==> src/rtl/mem_arbiter_if.sv <==
// rtl/mem_arbiter_if.sv - requester/memory bus bundle for mem_arbiter
// Ports (slave = arbiter view):
//   fetch : if_req, if_addr in; if_ack, if_rdata out
//   data  : d_req, d_we, d_addr, d_wdata in; d_ack, d_rdata out
//   memory: mem_en, mem_we, mem_addr, mem_wdata out; mem_rdata in
//   status: busy, grant out
// The master modport is the other side: both requesters plus the memory.
interface mem_arbiter_if #(
    parameter int ADDR_W = 32,
    parameter int DATA_W = 32
);
    logic              if_req;
    logic [ADDR_W-1:0] if_addr;
    logic              if_ack;
    logic [DATA_W-1:0] if_rdata;

    logic              d_req;
    logic              d_we;
    logic [ADDR_W-1:0] d_addr;
    logic [DATA_W-1:0] d_wdata;
    logic              d_ack;
    logic [DATA_W-1:0] d_rdata;

    logic              mem_en;
    logic              mem_we;
    logic [ADDR_W-1:0] mem_addr;
    logic [DATA_W-1:0] mem_wdata;
    logic [DATA_W-1:0] mem_rdata;

    logic              busy;
    logic              grant;

    modport slave (
        input  if_req, if_addr, d_req, d_we, d_addr, d_wdata, mem_rdata,
        output if_ack, if_rdata, d_ack, d_rdata,
        output mem_en, mem_we, mem_addr, mem_wdata, busy, grant
    );

    modport master (
        output if_req, if_addr, d_req, d_we, d_addr, d_wdata, mem_rdata,
        input  if_ack, if_rdata, d_ack, d_rdata,
        input  mem_en, mem_we, mem_addr, mem_wdata, busy, grant
    );
endinterface

==> src/rtl/mem_arbiter.sv <==
// rtl/mem_arbiter.sv - two-port (fetch/data) arbiter onto a single fixed-latency memory
// Ports:
//   clk   : single clock, rising edge
//   rst_n : asynchronous active-low reset
//   bus   : mem_arbiter_if.slave (requesters, memory port, busy, grant)
// Parameters: ADDR_W, DATA_W, WAIT_CYCLES (1..15 memory cycles per transfer)
// Optional macro MEM_ARBITER_ROUND_ROBIN_EN: on a tie, the port not granted
// last wins; otherwise data always beats fetch.
module mem_arbiter #(
    parameter int ADDR_W      = 32,
    parameter int DATA_W      = 32,
    parameter int WAIT_CYCLES = 2
) (
    input logic          clk,
    input logic          rst_n,
    mem_arbiter_if.slave bus
);
    typedef enum logic [1:0] {IDLE, ACCESS, RESP} stateT;

    localparam logic [3:0] CNT_LOAD = 4'(WAIT_CYCLES - 1);

    stateT             state;
    logic [3:0]        waitCnt;
    logic              grantR;
    logic              busyR;
    logic              memEn;
    logic              memWe;
    logic [ADDR_W-1:0] memAddr;
    logic [DATA_W-1:0] memWdata;
    logic              ifAck;
    logic              dAck;
    logic [DATA_W-1:0] ifRdata;
    logic [DATA_W-1:0] dRdata;
    logic              pickData;

    // grantR doubles as the last-owner register, so round-robin needs no
    // extra state: it resets to fetch, which hands the first tie to data.
    always_comb begin
        pickData = bus.d_req;
`ifdef MEM_ARBITER_ROUND_ROBIN_EN
        if (bus.d_req && bus.if_req) begin
            pickData = ~grantR;
        end
`endif
    end

    always_ff @(posedge clk or negedge rst_n) begin
        if (!rst_n) begin
            state    <= IDLE;
            waitCnt  <= '0;
            grantR   <= 1'b0;
            busyR    <= 1'b0;
            memEn    <= 1'b0;
            memWe    <= 1'b0;
            memAddr  <= '0;
            memWdata <= '0;
            ifAck    <= 1'b0;
            dAck     <= 1'b0;
            ifRdata  <= '0;
            dRdata   <= '0;
        end else begin
            ifAck <= 1'b0;
            dAck  <= 1'b0;
            case (state)
                IDLE: begin
                    if (bus.if_req || bus.d_req) begin
                        grantR   <= pickData;
                        busyR    <= 1'b1;
                        memEn    <= 1'b1;
                        // Fetch is read-only, so its type is forced to read.
                        memWe    <= pickData & bus.d_we;
                        memAddr  <= pickData ? bus.d_addr : bus.if_addr;
                        memWdata <= pickData ? bus.d_wdata : '0;
                        waitCnt  <= CNT_LOAD;
                        state    <= ACCESS;
                    end
                end
                ACCESS: begin
                    if (waitCnt == 4'd0) begin
                        memEn <= 1'b0;
                        memWe <= 1'b0;
                        state <= RESP;
                        if (grantR) begin
                            dAck <= 1'b1;
                            // memWe still holds the transfer type here.
                            if (!memWe) begin
                                dRdata <= bus.mem_rdata;
                            end
                        end else begin
                            ifAck   <= 1'b1;
                            ifRdata <= bus.mem_rdata;
                        end
                    end else begin
                        waitCnt <= waitCnt - 4'd1;
                    end
                end
                RESP: begin
                    // Requests seen here belong to the transfer just acked.
                    busyR <= 1'b0;
                    state <= IDLE;
                end
                default: begin
                    state <= IDLE;
                end
            endcase
        end
    end

    assign bus.if_ack    = ifAck;
    assign bus.if_rdata  = ifRdata;
    assign bus.d_ack     = dAck;
    assign bus.d_rdata   = dRdata;
    assign bus.mem_en    = memEn;
    assign bus.mem_we    = memWe;
    assign bus.mem_addr  = memAddr;
    assign bus.mem_wdata = memWdata;
    assign bus.busy      = busyR;
    assign bus.grant     = grantR;
endmodule

==> src/flat_wrapper.sv <==
// flat-port wrapper written by rule: the top's interface ports become plain ports
module mem_arbiter_flat 
#(
    parameter int ADDR_W      = 32,
    parameter int DATA_W      = 32,
    parameter int WAIT_CYCLES = 2
)
  (clk, rst_n, bus_if_req, bus_if_addr, bus_d_req, bus_d_we, bus_d_addr, bus_d_wdata, bus_mem_rdata, bus_if_ack, bus_if_rdata, bus_d_ack, bus_d_rdata, bus_mem_en, bus_mem_we, bus_mem_addr, bus_mem_wdata, bus_busy, bus_grant);
  mem_arbiter_if #(.ADDR_W(ADDR_W), .DATA_W(DATA_W)) bus_i ();
  input logic clk;
  input logic rst_n;
  input wire logic [$bits(bus_i.if_req)-1:0] bus_if_req;
  input wire logic [$bits(bus_i.if_addr)-1:0] bus_if_addr;
  input wire logic [$bits(bus_i.d_req)-1:0] bus_d_req;
  input wire logic [$bits(bus_i.d_we)-1:0] bus_d_we;
  input wire logic [$bits(bus_i.d_addr)-1:0] bus_d_addr;
  input wire logic [$bits(bus_i.d_wdata)-1:0] bus_d_wdata;
  input wire logic [$bits(bus_i.mem_rdata)-1:0] bus_mem_rdata;
  output wire logic [$bits(bus_i.if_ack)-1:0] bus_if_ack;
  output wire logic [$bits(bus_i.if_rdata)-1:0] bus_if_rdata;
  output wire logic [$bits(bus_i.d_ack)-1:0] bus_d_ack;
  output wire logic [$bits(bus_i.d_rdata)-1:0] bus_d_rdata;
  output wire logic [$bits(bus_i.mem_en)-1:0] bus_mem_en;
  output wire logic [$bits(bus_i.mem_we)-1:0] bus_mem_we;
  output wire logic [$bits(bus_i.mem_addr)-1:0] bus_mem_addr;
  output wire logic [$bits(bus_i.mem_wdata)-1:0] bus_mem_wdata;
  output wire logic [$bits(bus_i.busy)-1:0] bus_busy;
  output wire logic [$bits(bus_i.grant)-1:0] bus_grant;
  assign bus_i.if_req = bus_if_req;
  assign bus_i.if_addr = bus_if_addr;
  assign bus_i.d_req = bus_d_req;
  assign bus_i.d_we = bus_d_we;
  assign bus_i.d_addr = bus_d_addr;
  assign bus_i.d_wdata = bus_d_wdata;
  assign bus_i.mem_rdata = bus_mem_rdata;
  assign bus_if_ack = bus_i.if_ack;
  assign bus_if_rdata = bus_i.if_rdata;
  assign bus_d_ack = bus_i.d_ack;
  assign bus_d_rdata = bus_i.d_rdata;
  assign bus_mem_en = bus_i.mem_en;
  assign bus_mem_we = bus_i.mem_we;
  assign bus_mem_addr = bus_i.mem_addr;
  assign bus_mem_wdata = bus_i.mem_wdata;
  assign bus_busy = bus_i.busy;
  assign bus_grant = bus_i.grant;
  mem_arbiter #(.ADDR_W(ADDR_W), .DATA_W(DATA_W), .WAIT_CYCLES(WAIT_CYCLES)) u_core (.clk(clk), .rst_n(rst_n), .bus(bus_i));
endmodule
==> config.mk <==
export PLATFORM = sky130hd
export DESIGN_NAME = mem_arbiter_flat
export DESIGN_NICKNAME = d
export VERILOG_FILES = /design/src/rtl/mem_arbiter_if.sv /design/src/rtl/mem_arbiter.sv /design/src/flat_wrapper.sv
export SDC_FILE = /design/constraint.sdc
export NUM_CORES = 1
export LEC_CHECK = 0
export CORE_AREA = 2 2 137 139
export CTS_BUF_LIST = sky130_fd_sc_hd__clkbuf_4 sky130_fd_sc_hd__clkbuf_8
export CTS_CLUSTER_DIAMETER = 80
export DETAILED_ROUTE_END_ITERATION = 7
export DIE_AREA = 0 0 139 141
export GPL_TIMING_DRIVEN = 1
export SLEW_MARGIN = 20
export SYNTH_ARGS = -nofsm -noshare
export SYNTH_HDL_FRONTEND = slang
export SYNTH_SLANG_ARGS = --single-unit
==> constraint.sdc <==
create_clock -name clk -period 2.35 [get_ports clk]
set_clock_uncertainty 0.15 [all_clocks]
set_input_delay 0.47 -clock clk [delete_from_list [all_inputs] [get_ports clk]]
set_output_delay 0.47 -clock clk [all_outputs]
set_load 0.05 [all_outputs]
-- Word-level counts from Yosys, hierarchy flattened
Index checks and enable logic that the tools add are counted.
W data, S select, Z words.
- bits in registers: 140
- latch bits: 0
- memory bits (writable): 0
- bits in read-only memories: 0
- logic and storage cells: 53
- memories kept: 0
- $add $sub $neg: 1
- multiply operators: 0
- divide/modulo/power cells: 0
- magnitude comparators: 0
- equal/unequal tests: 5
- shifts and indexed selects: 0
- multiplexer cells: 20
- bitwise logic cells: 3
- reductions and logical operators: 12
- operators by type and width (kind ; count):
    $mux W32 ; 2
    $mux W1 ; 9
    $reduce_and A3 Y1 ; 3
    $mux W4 ; 2
    $pmux W4 S2 ; 1
    $pmux W1 S2 ; 3
    $reduce_and A2 Y1 ; 3
    $logic_not A4 Y1 ; 1
    $mux W2 ; 2
    $ne A2 B1 Y1 const B ; 2
    $pmux W2 S2 ; 1
    $reduce_and A4 Y1 ; 1
    $reduce_bool A2 Y1 ; 2
    $sub A4 B1 Y4 const B ; 1
    $eq A2 B1 Y1 const B ; 1
    $eq A2 B2 Y1 const B ; 1
    $logic_not A2 Y1 ; 1
    $ne A2 B2 Y1 const B ; 1
    $not A1 Y1 ; 2
    $and A1 B1 Y1 ; 1
    $logic_or A1 B1 Y1 ; 1

-- Logic depth before layout (Yosys ltp)
Gate-level depths: netlist of the first run.
- depth in word-level cells: 3
- gate-level depth with buffers: 6

-- Worst setup path after synthesis of the first run
OpenSTA, ideal clock, no wires.
- path kind: register -> register
- start: register u_core.waitCnt[0]
- end: register u_core.dRdata[10], in the netlist u_core.bus.d_rdata[10]
- data arrival time: 1.640 ns
- slack: 0.435 ns
- stages on the path, launching flop included: 7
- buffers on the path: 1
- clock period less this slack: 1.915 ns
- cells stage by stage: dfrtp_1 inv_1 ha_1 nor3b_4 nand4b_4 buf_6 mux2_4
- cells in the longest elaborated chain, start to end: 2
- RTL lines (item ; line ; text):
    start, declared ; mem_arbiter.sv:23 ; logic [3:0] waitCnt;
    start signal, assigned ; mem_arbiter.sv:94 ; waitCnt <= waitCnt - 4'd1;
    $logic_not A4 Y1 ; mem_arbiter.sv:79 ; if (waitCnt == 4'd0) begin
    $reduce_and A4 Y1 (no source line) ; - ;
    end signal, assigned ; mem_arbiter.sv:87 ; dRdata <= bus.mem_rdata;
    end, declared ; mem_arbiter.sv:33 ; logic [DATA_W-1:0] dRdata;
Every way passes these cells.
A chain may end at the register's enable or synchronous reset.

-- Final worst setup path of the first run
- start: register u_core.memAddr[7], in the netlist u_core.bus.mem_addr[7]
- end: output bus_mem_addr[7]
- RTL lines (item ; line ; text):
    start, declared ; mem_arbiter.sv:28 ; logic [ADDR_W-1:0] memAddr;
    start signal, assigned ; mem_arbiter.sv:72 ; memAddr <= pickData ? bus.d_addr : bus.if_addr;
    end, declared ; flat_wrapper.sv:25 ; output wire logic [$bits(bus_i.mem_addr)-1:0] bus_mem_addr;
No word-level cell between the ends.

==> impl_metrics.toml, run 1 <==
[run_status]
run_status = "finished clean"

[synthesis]
synth_edf_count = 0
synth_cell_types = 35
yosysSeqAreaShare_pct = 61.3
synth-main-ff-cell = "dfrtp_1"
synth_commonest_cells = "140 x dfrtp_1, 64 x o21ai_0, 33 x mux2_2"
synth_fp_nets = 534
async_reset_ff_share_pct = 100
synth_top_area_share_pct = 61.3
synth-seq-cells = 140
synth.avg_cell_area_sq_um = 14.3
synth_top_area_cell = "dfrtp_1"
synthCells = 399
synth_area_sq_um = 5710
synthTopCellsByArea = "dfrtp_1 61%, mux2_4 7.9%, mux2_2 6.5%"
synth.most_common_cell = "dfrtp_1"
synth_warnings = 0

[sta]
relSlewSlack_pct = 62.5
timing.final.ws_setup_ns = 0.0832
setup-violations-final = 0
max_freq_mhz = 441
worst_pin_slew_ns = 0.563
rsz0062_at_grt = "no"
layout_worst_path_cycle_share_pct = 96.5
slew_viol_final = 0
fin_crit_ns = 2.27
setup_tns_ns = 0
hold_viol = 0

[drt]
wirelength_mm = 15.0
drc = 0
firstDrtPassIters = 4
detail-route-antenna-nets = 0
drt_iter0_markers = 137
vias = 4259
wl_per_cell_um = 16.4
post_drt_via_cell_ratio = 4.65

[critical_path]
path_depth = 1
crit_family = "buffers and inverters"
crit_path_cell_trace = "clkdlybuf4s50_1"
crit_type = "reg2out"
cpMaxStageDelayCell = "clkdlybuf4s50_1"
r2r_slack_ns = 0.26
crit_required_ns = 1.73
critical_path.max_stage_delay_ns = 0.84
worstPathMaxFanout = 2
critPathCaptureType = "output port"
critPathLaunchType = "register"
reg2reg_depth = 6
arrival_ns = 1.65
critPathBufInv = 1

[grt]
grt_antenna_before_repair = 0
grt_max_degree = 49
grt_usage_pct = 16.0
grt_pass1_wl_mm = 24.7
overflow = 0
grt_pass1_vias = 4723

[flow_run]
cap_violations = 0

[floorplanning]
rows = 50
die-area_sq_um = 19600
coreArea_sq_um = 18300
start_util_pct = 31.3
fp.dieH_um = 141
die_w_um = 139
top_level_ports = 267

[clock_tree]
cts_tree = "built"
clock_latency_ns = 0.43
path_clk_slew_ns = 0.08
root_buffer = "clkbuf_8"
htreeDepth = 4
clock_path_buffers = 2
cts.sink_count = 140
post_cts_buffers = 0
cts_buffers = 17

[pwr]
swShare_pct = 47.7
p_comb_share_pct = 59.1
power_frac_seq_pct = 28.5
p_int_w = 0.00778
switchingPower_w = 0.00710
p_per_area_nw_per_um2 = 1650
p_clk_share_pct = 12.4
ir_drop_mv = 0.842
p_leak_nw = 3.98

[finish]
final_layout_size_suffix_gt1_share_pct = 17.3
postLayoutCoreUtil_pct = 49.4
antenna_cells = 0
final_nets = 804
post-route-cell-area_sq_um = 9020
area_growth_pct = 57.9

[placement]
hpwl_mm = 11.0
gp_congestion = 0.783
dp_slack_ns = 0.240
port_buffers = 266
placed_area_sq_um = 8630

[worst_hold_path]
hold_path_depth = 1
min_path_type = "reg2reg"
-- path summary, 6_finish.rpt --
check / startpoint / endpoint
min in group asynchronous: rst_n / u_core.bus.if_ack
max reg2reg: u_core.waitCnt[0] / u_core.bus.if_rdata[1]
max: u_core.bus.mem_addr[7] / bus_mem_addr[7]
min: u_core.bus.if_rdata[1] / u_core.bus.if_rdata[1]
max in group asynchronous: rst_n / u_core.waitCnt[0]
min reg2reg: u_core.bus.if_rdata[1] / u_core.bus.if_rdata[1]
-- flip-flops by register name, indices dropped and copies added, names as in the netlist, 2 cells and up --
name and flops:
u_core.bus.d_rdata 32, u_core.bus.if_rdata 32, u_core.bus.mem_addr 32, u_core.bus.mem_wdata 32, u_core.waitCnt 4, u_core.state 2
-- power groups by stage --
stage	clock network, W	logic [W]	registers [W]
after floorplan	0	0.00204	0.00802
after global placement	0	0.00879	0.00423
after detailed placement	0	0.00889	0.00426
after CTS	0.00192	0.00890	0.00425
after global routing	0.00206	0.00921	0.00439
final	0.00185	0.00881	0.00424
-- worst reg2reg max path: cells and delay by family, from the launching register on --
kind,cells,cell delay [ns]
mux,1,0.36
buf+inv,2,0.39
simple gates,2,0.50
fa+ha+maj,1,0.20
flops,1,0.39
-- logic make-up after synthesis --
family,synth area share [%]
muxes,20.4
adders and majority gates,0.438
DFF,61.3
buffers and inverters,3.20
AOI/OAI and AO/OA,11.9
and+or+nand+nor,2.76
-- area by class of cell --
class / instances / area, sq um
fill: 1593 / 9250
sequential: 140 / 3500
timing repair buffer: 279 / 2780
multi-input combinational: 225 / 2040
tap: 234 / 293
clock buffer: 22 / 290
clock inverter: 9 / 88.8
inverter: 6 / 22.5
-- routing by layer --
layer	track usage (%)	up-vias	wire (um)
met3	6.11	26	1140
li1	-	1986	-
met4	6.54	0	389
met1	18.7	2075	6120
met5	0	-	0
met2	26.6	172	7390
-- metrics by stage --
| step | hold WS (ns) | total power (W) | instances |
|---|---|---|---|
| 3_5_place_dp | 0.297 | 0.0132 | 883 |
| 5_1_grt | 0.372 | 0.0157 | 915 |
| 4_1_cts | 0.354 | 0.0151 | 915 |
| 6_report | 0.351 | 0.0149 | 915 |
| 3_3_place_gp | 0.286 | 0.0130 | 883 |
| 2_1_floorplan | 0.0244 | 0.0101 | 399 |
-- layout by cell type, fill, tap and decap left out, types with 2 or more instances in the layout --
cell / instances
clkinvlp_4: 3
mux2_2: 33
mux2_1: 2
a21boi_0: 2
o21ai_1: 2
clkdlybuf4s50_1: 261
clkinv_2: 2
clkinv_4: 2
dfrtp_1: 140
mux2_4: 30
clkbuf_8: 20
inv_1: 6
nand2b_1: 2
buf_12: 2
ha_1: 2
mux2i_1: 32
or2_2: 2
buf_4: 12
o21ai_0: 64
clkbuf_4: 2
nand2_1: 3
a22o_1: 32
-- what timing repair did --
item	in CTS	in global routing
endpoints found under the hold margin	44	0
endpoints found under the setup margin	0	1
gates resized for setup	0	1
hold buffers	1	0
(Power assumes the default switching activity.)
==> run 2, diff against run 1 <==
--- a/config.mk
+++ b/config.mk
@@ -10,7 +10,7 @@
 export CTS_CLUSTER_DIAMETER = 80
 export DETAILED_ROUTE_END_ITERATION = 7
 export DIE_AREA = 0 0 139 141
-export GPL_TIMING_DRIVEN = 1
+export GPL_TIMING_DRIVEN = 0
 export SLEW_MARGIN = 20
 export SYNTH_ARGS = -nofsm -noshare
 export SYNTH_HDL_FRONTEND = slang
==> run 2 against run 1 <==
Net effect: register-to-register slack got worse by 0.03 ns; sequential share of layout area decreased by 0.62 points; fmax increased by 0.19%; clock power increased by 23%; largest power group unchanged.
==> impl_metrics.toml, run 2 (synthesis results as in run 1) <==
[run_status]
run_status = "finished clean"

[pwr]
p_clk_share_pct = 14.8
swShare_pct = 46.7
ir_drop_mv = 1.12
p_comb_share_pct = 57.8
switchingPower_w = 0.00719
p_per_area_nw_per_um2 = 1680
power_w = 0.0154
p_int_w = 0.00820
power_frac_seq_pct = 27.4
p_leak_nw = 4.03

[critical_path]
reg2reg_depth = 6
rr_startpoint = "u_core.waitCnt[0]"
crit_end = "bus_mem_wdata[28]"
critPathLaunchType = "register"
startpoint = "u_core.bus.mem_wdata[28]"
critPathBufInv = 1
crit_required_ns = 1.73
crit_path_cell_trace = "clkdlybuf4s50_1"
r2r_slack_ns = 0.23
path_depth = 1
critical_path.max_stage_delay_ns = 0.81
crit_type = "reg2out"
arrival_ns = 1.64
crit_family = "buffers and inverters"
cpMaxStageDelayCell = "clkdlybuf4s50_1"
worstPathMaxFanout = 2
critPathCaptureType = "output port"
timing.rr.end = "u_core.bus.d_rdata[22]"

[finish]
antenna_cells = 0
postLayoutCoreUtil_pct = 50.2
final_layout_size_suffix_gt1_share_pct = 16.5
final_nets = 820
mostFrequentLayoutCell = "clkdlybuf4s50_1"
most-common-layout-cells = "263 x clkdlybuf4s50_1, 140 x dfrtp_1, 64 x o21ai_0"
area_growth_pct = 60.4

[clock_tree]
post_cts_buffers = 0
root_buffer = "clkbuf_8"
clock_latency_ns = 0.44
cts_buffers = 17
htreeDepth = 4
cts.sink_count = 140
path_clk_slew_ns = 0.09
clock_path_buffers = 2
cts_tree = "built"

[floorplanning]
rows = 50
start_util_pct = 31.3
top_level_ports = 267
fp.dieH_um = 141
coreArea_sq_um = 18300
die_w_um = 139
die-area_sq_um = 19600

[sta]
max_freq_mhz = 442
slew_viol_final = 0
relSlewSlack_pct = 63.0
layout_worst_path_cycle_share_pct = 96.3
worst_pin_slew_ns = 0.553
setup_tns_ns = 0
setup-violations-final = 0
hold_slack_ns = 0.348
rsz0062_at_grt = "no"
timing.final.ws_setup_ns = 0.0874
fin_crit_ns = 2.26
hold_viol = 0

[drt]
drt_iter0_markers = 123
firstDrtPassIters = 4
detail-route-antenna-nets = 0
wl_per_cell_um = 16.8
wirelength_mm = 15.6
drc = 0
vias = 4340
post_drt_via_cell_ratio = 4.66

[placement]
gp_congestion = 0.744
dp_slack_ns = -0.0825
hpwl_mm = 11.8
port_buffers = 265

[grt]
grt_usage_pct = 16.2
grt_pass1_wl_mm = 25.1
grt_antenna_before_repair = 0
overflow = 0
grt_pass1_vias = 4719
grt_max_degree = 86

[flow_run]
cap_violations = 0

[worst_hold_path]
min_path_type = "reg2reg"
## run 2: layout make-up
cell class	instances	area, sq um
plain buffers	28	160
clock buffers	19	255
clock inverters	12	210
fillers	1621	9100
inverters	6	22.5
multi-input cells	225	2030
flip-flops and latches	140	3500
well taps	234	293
repair buffers	267	2690
## run 2: metal layers
| layer | part of all wire (%) | GRT usage [%] | wire length (um) |
|---|---|---|---|
| met1 | 41 | 19.2 | 6430 |
| met2 | 50 | 27.3 | 7780 |
| met3 | 7.0 | 5.57 | 1090 |
| met4 | 2.0 | 5.90 | 319 |
| met5 | 0 | 0 | 0 |
## run 2: how the worst min path moves through the flow
stage	startpoint	endpoint	depth (start not counted)
after detailed placement	rst_n	u_core.bus.d_rdata[17]	1
after global placement	u_core.bus.if_rdata[2]	u_core.bus.if_rdata[2]	1
after global routing	u_core.bus.if_rdata[2]	u_core.bus.if_rdata[2]	1
after floorplan	rst_n	u_core.bus.busy	0
after CTS	u_core.bus.if_rdata[2]	u_core.bus.if_rdata[2]	1
final	u_core.bus.if_rdata[2]	u_core.bus.if_rdata[2]	1
## run 2: what timing repair did
item / CTS / global route
gates resized for setup: 1 / 0
endpoints found under the hold margin: 55 / 0
setup endpoints to repair: 1 / 0
hold buffers: 1 / 0
## run 2: power by group through the flow
stage | Clock [W] | Sequential (W) | Combinational (W)
after floorplan | 0 | 0.00802 | 0.00204
after global placement | 0 | 0.00420 | 0.00891
after detailed placement | 0 | 0.00425 | 0.00900
after CTS | 0.00235 | 0.00423 | 0.00900
after global routing | 0.00244 | 0.00437 | 0.00933
final | 0.00227 | 0.00422 | 0.00890
## run 2: through the flow
stage                     cell area (sq um)  instances
after floorplan                        5710        399
after global placement                 8660        898
after detailed placement               8690        899
after CTS                              9170        931
after global routing                   9170        931
final                                  9170        931
